$ cat config.mk
export PLATFORM = sky130hd
export DESIGN_NAME = bf16_accumulator
export DESIGN_NICKNAME = d
export VERILOG_FILES = /design/src/rtl/bf16_accumulator.sv
export SDC_FILE = /design/constraint.sdc
export NUM_CORES = 1
export LEC_CHECK = 0
export ABC_AREA = 1
export BUFFER_PORTS_ARGS = -buffer_cell sky130_fd_sc_hd__clkbuf_2
export CAP_MARGIN = 15
export CORE_MARGIN = 5
export CORE_UTILIZATION = 35
export DETAILED_ROUTE_END_ITERATION = 16
export PLACE_DENSITY_LB_ADDON = 0.05
export SETUP_SLACK_MARGIN = 0.15
export SKIP_LAST_GASP = 1
export SLEW_MARGIN = 0
export SYNTH_ARGS = -nofsm -noshare
export SYNTH_HDL_FRONTEND = slang
export SYNTH_SLANG_ARGS = --single-unit
$ cat constraint.sdc
create_clock -name CLK -period 28.5 [get_ports CLK]
set_input_delay 7.125 -clock CLK [delete_from_list [all_inputs] [get_ports CLK]]
set_output_delay 7.125 -clock CLK [all_outputs]
set_load 0.005 [all_outputs]
$ cat src/rtl/bf16_accumulator.sv
// bf16_accumulator: reduces a valid/ready stream of bfloat16 products into one truncated bf16 sum per in_last group.
// Optional macro BF16_ACC_SPECIALS_EN: honour Inf/NaN and overflow to Inf; otherwise exp=255 clamps and overflow saturates.
module bf16_accumulator #(
    parameter int DATA_TYPE = 16,
    parameter int CNT_W     = 11
) (
    input  logic                 CLK,
    input  logic                 rst,
    input  logic                 in_valid,
    output logic                 in_ready,
    input  logic [DATA_TYPE-1:0] in_data,
    input  logic                 in_last,
    output logic                 out_valid,
    input  logic                 out_ready,
    output logic [DATA_TYPE-1:0] out_data,
    output logic [CNT_W-1:0]     out_count
);
    localparam logic [0:0] ST_ACC  = 1'b0;
    localparam logic [0:0] ST_HOLD = 1'b1;

    logic [0:0]       state_reg;
    logic [15:0]      acc_reg;
    logic [15:0]      out_data_reg;
    logic [CNT_W-1:0] cnt_reg;
    logic [CNT_W-1:0] out_count_reg;
    logic [CNT_W-1:0] cnt_next;
    logic [15:0]      sum_next;

    logic       a_s, b_s;
    logic [7:0] a_e, b_e;
    logic [6:0] a_m, b_m;
`ifdef BF16_ACC_SPECIALS_EN
    logic a_nan, b_nan, a_inf, b_inf;
`endif

    always_comb begin
        {a_s, a_e, a_m} = acc_reg;
        {b_s, b_e, b_m} = in_data;
`ifdef BF16_ACC_SPECIALS_EN
        a_nan = (a_e == 8'hFF) && (a_m != 7'd0);
        b_nan = (b_e == 8'hFF) && (b_m != 7'd0);
        a_inf = (a_e == 8'hFF) && (a_m == 7'd0);
        b_inf = (b_e == 8'hFF) && (b_m == 7'd0);
`else
        // Without special values an all-ones exponent is just the largest finite magnitude
        if (a_e == 8'hFF) begin
            a_e = 8'hFE;
            a_m = 7'h7F;
        end
        if (b_e == 8'hFF) begin
            b_e = 8'hFE;
            b_m = 7'h7F;
        end
`endif
    end

    logic       swap, big_s, found;
    logic [7:0] big_e, small_e, exp_diff;
    logic [6:0] big_m, small_m, man_res, norm;
    logic [7:0] small_sh, sub_diff;
    logic [8:0] add_sum, exp_res;
    logic [2:0] lz;

    always_comb begin
        swap     = {b_e, b_m} > {a_e, a_m};
        big_s    = swap ? b_s : a_s;
        big_e    = swap ? b_e : a_e;
        big_m    = swap ? b_m : a_m;
        small_e  = swap ? a_e : b_e;
        small_m  = swap ? a_m : b_m;
        exp_diff = big_e - small_e;
        small_sh = (exp_diff > 8'd7) ? 8'h00 : ({1'b1, small_m} >> exp_diff);
        add_sum  = {1'b0, 1'b1, big_m} + {1'b0, small_sh};
        sub_diff = {1'b1, big_m} - small_sh;
        lz       = 3'd0;
        found    = 1'b0;
        for (int i = 7; i >= 0; i--) begin
            if (!found && sub_diff[i]) begin
                lz    = 3'(7 - i);
                found = 1'b1;
            end
        end
        // The leading one shifts into bit 7 and is dropped as the hidden bit
        norm     = sub_diff[6:0] << lz;
        exp_res  = 9'd0;
        man_res  = 7'd0;
        sum_next = 16'h0000;
        if (a_e == 8'd0 && b_e == 8'd0) begin
            sum_next = 16'h0000;
        end else if (a_e == 8'd0) begin
            sum_next = {b_s, b_e, b_m};
        end else if (b_e == 8'd0) begin
            sum_next = {a_s, a_e, a_m};
        end else if (a_s == b_s) begin
            if (add_sum[8]) begin
                exp_res = {1'b0, big_e} + 9'd1;
                man_res = add_sum[7:1];
            end else begin
                exp_res = {1'b0, big_e};
                man_res = add_sum[6:0];
            end
            if (exp_res >= 9'd255) begin
`ifdef BF16_ACC_SPECIALS_EN
                sum_next = {big_s, 15'h7F80};
`else
                sum_next = {big_s, 15'h7F7F};
`endif
            end else begin
                sum_next = {big_s, exp_res[7:0], man_res};
            end
        end else if (found && ({1'b0, big_e} > {6'd0, lz})) begin
            exp_res  = {1'b0, big_e} - {6'd0, lz};
            sum_next = {big_s, exp_res[7:0], norm};
        end
`ifdef BF16_ACC_SPECIALS_EN
        if (a_nan || b_nan || (a_inf && b_inf && (a_s != b_s))) begin
            sum_next = 16'h7FC0;
        end else if (a_inf) begin
            sum_next = {a_s, 15'h7F80};
        end else if (b_inf) begin
            sum_next = {b_s, 15'h7F80};
        end
`endif
    end

    assign cnt_next  = (&cnt_reg) ? cnt_reg : cnt_reg + CNT_W'(1);
    assign in_ready  = (state_reg == ST_ACC) && !rst;
    assign out_valid = (state_reg == ST_HOLD) && !rst;
    assign out_data  = out_data_reg;
    assign out_count = out_count_reg;

    always_ff @(posedge CLK) begin
        if (rst) begin
            state_reg     <= ST_ACC;
            acc_reg       <= 16'h0000;
            cnt_reg       <= '0;
            out_data_reg  <= 16'h0000;
            out_count_reg <= '0;
        end else begin
            case (state_reg)
                ST_ACC: begin
                    if (in_valid) begin
                        if (in_last) begin
                            out_data_reg  <= sum_next;
                            out_count_reg <= cnt_next;
                            acc_reg       <= 16'h0000;
                            cnt_reg       <= '0;
                            state_reg     <= ST_HOLD;
                        end else begin
                            acc_reg <= sum_next;
                            cnt_reg <= cnt_next;
                        end
                    end
                end
                default: begin
                    if (out_ready) state_reg <= ST_ACC;
                end
            endcase
        end
    end
endmodule

==> results.sh <==
export IMPL_drv_cap=0
export IMPL_cp_common_cell="nand2_1"
export IMPL_cts_max_path_buffers=2
export IMPL_critPathCaptureType="flop"
export IMPL_setup_viol=0
export IMPL_max_stage_delay_ns=0.41
export IMPL_cts_sinks=55
export IMPL_post_place_cells=1150
export IMPL_grt_pass1_vias=5425
export IMPL_die_w_um=135
export IMPL_hp_start="out_data[4]"
export IMPL_place_ws_ns=12.65
export IMPL_setup_ws_ns=12.82
export IMPL_p_leak_nw=2.98
export IMPL_worstSetupPathType="in -> reg"
export IMPL_grt_overflow_total=0
export IMPL_netlist_area_um2=5470
export IMPL_max_slew_margin=0.333
export IMPL_crit_family="simple AND/OR/NAND/NOR gates"
export IMPL_whs_path_depth=2
export IMPL_r2r_start="acc_reg[12]"
export IMPL_fin_cells=1158
export IMPL_ant_nets=0
export IMPL_async_flop_share=0
export IMPL_synth_seq_cells=55
export IMPL_row_count=45
export IMPL_die_area_um2=18200
export IMPL_drt_first_iter_violations=366
export IMPL_grt_max_degree=32
export IMPL_holdWs_ns=0.453
export IMPL_ys_flop_type="dfxtp_1"
export IMPL_final_util=0.398
export IMPL_finalPower_uw=386
export IMPL_fmax_ghz=0.0638
export IMPL_dp_final_hpwl_um=13900
export IMPL_hold_buffers=0
export IMPL_start_util=0.358
export IMPL_core_area_um2=15300
export IMPL_htree_levels=2
export IMPL_pin_count=50
export IMPL_cts_made_buffers=5
export IMPL_grt_pass1_wl_um=27800
export IMPL_areaGrowthSynthToFinish_pct=11.1
export IMPL_tns_ns=0
export IMPL_hold_path_class="reg -> reg"
export IMPL_portBuffers=49
export IMPL_clkTransAtPathRegs_ns=0.07
export IMPL_crit_start="in_data[12]"
export IMPL_die_y_um=135
export IMPL_worst_r2r_path_depth=58
export IMPL_cts_tree="done"
export IMPL_grt_usage=0.189
export IMPL_irDropWorstVdd_mv=0.0424
export IMPL_worst_slew_pin_slew_ns=0.987
export IMPL_avgSynthCellArea_um2=5.97
export IMPL_drc_errors=0
export IMPL_hold_violations=0
export IMPL_seq_area_frac_synth=0.201
export IMPL_ys_warn_count=0
export IMPL_rsz0062_at_grt="false"
export IMPL_insertedDiodeCount=0
export IMPL_holdPathEnd="out_data[4]"
export IMPL_routed_wl_um=17200
export IMPL_finalCritPeriodShare=0.550
export IMPL_detailed_place_area_um2=5880
export IMPL_path_depth=60
export IMPL_vias_per_cell=4.94
export IMPL_gp_congestion=0.876
export IMPL_required_ns=28.72
export IMPL_design_area_um2=6070
export IMPL_clk_latency_ns=0.29
export IMPL_worst_path_buf_inv=9
export IMPL_post_cts_resize_count=0
export IMPL_setup_worst_path_start_class="input pin"
export IMPL_worstPathArrival_ns=15.90
export IMPL_rrSetupSlack_ns=19.17
export IMPL_power_density_nw_per_um2=63.5
export IMPL_cpMaxStageDelayCell="nand2_2"
export IMPL_antenna_found_initial=0
export IMPL_cts_root_buf="clkbuf_16"
export IMPL_drive_gt1_frac=0.111
export IMPL_drv_slew=0
export IMPL_cp_max_fo=29
export IMPL_syn_num_nets=975
export IMPL_finalClockSkew_ns=0.00583
export IMPL_synth_cell_types=49
export IMPL_vias=5717
export IMPL_drt_pass1_iter_count=5
export IMPL_synth_edf_count=0
export IMPL_final_nets=1005
export IMPL_syn_inst=916
export IMPL_post_cts_buffers=0
export IMPL_period_minus_slack_ns=15.68
export IMPL_status="finished clean"
export IMPL_wl_per_cell_um=14.8
export IMPL_worst_r2r_endpoint="acc_reg[12]"
-- cell type report --
type,count,area [um2]
fillers,1729,9190
repair buffers,54,283
clock inverters,2,60.1
inverters,128,480
flip-flops and latches,55,1100
well taps,211,264
multi-input cells,702,3750
clock buffers,6,129
-- placed cells by master, fill, tap and decap left out, drive strengths merged, types with 3 or more instances in the layout --
cell type	netlist	final
dfxtp	55	55
fa	3	3
ha	35	35
nand3	68	68
nor4	4	4
xor2	19	19
nand2	275	275
a22o	8	8
xnor2	6	6
inv	126	126
o211ai	8	8
nor3	12	12
o31ai	3	3
o21bai	5	5
nand4	6	6
buf	4	5
o21ai	84	84
a21oi	69	69
clkbuf	27	55
nor2	80	80
a211oi	4	4
-- cells by family (layout without fill, tap and decap cells) --
| logic type | count (synthesis) | after routing | share of synthesized area |
|---|---|---|---|
| compound gates | 190 | 190 | 0.199 |
| simple gates | 449 | 449 | 0.356 |
| fa+ha+maj | 38 | 38 | 0.0911 |
| xor+xnor | 25 | 25 | 0.0400 |
| flops | 55 | 55 | 0.201 |
| buf+inv | 159 | 190 | 0.112 |
-- power by group --
| part | switching [mW] | internal (mW) |
|---|---|---|
| Clock | 0.0274 | 0.0504 |
| Sequential | 0.00479 | 0.0829 |
| Combinational | 0.149 | 0.0709 |
-- worst min-delay path, cell delays in order, from the launching register on --
cell and delay [ns]:
dfxtp_1 0.31, nand2_1 0.06, nand2_1 0.05
-- worst max-delay path by stage --
stage                        to
finish              acc_reg[12]
global route        acc_reg[12]
CTS                 acc_reg[12]
detailed placement  acc_reg[12]
global placement    acc_reg[12]
floorplan             out_valid
-- synth_stat cells, types with 3 or more instances --
master,number,area (um2)
nand2_1,265,995
inv_1,118,443
nor2_1,73,274
a21oi_1,67,335
nand3_1,64,320
o21ai_0,58,290
dfxtp_1,55,1100
ha_1,35,438
clkbuf_1,27,101
o21ai_1,24,120
xor2_1,19,166
nor3_1,10,50.1
a22o_1,8,70.1
inv_2,8,30.0
nand2_2,8,50.1
o211ai_1,7,52.6
xnor2_1,6,52.6
nor2_2,5,31.3
a211oi_1,4,30.0
nand3_2,4,40.0
nand4_1,4,25.0
nor4_1,4,25.0
o21bai_1,4,30.0
fa_1,3,60.1
o31ai_1,3,22.5
-- routing by layer --
metal,wire length (um),GRT usage
met5,0,0
met2,8000,0.325
met3,754,0.0253
met4,362,0.0588
met1,8060,0.246
Note: power is estimated with default switching activity, not from simulation.
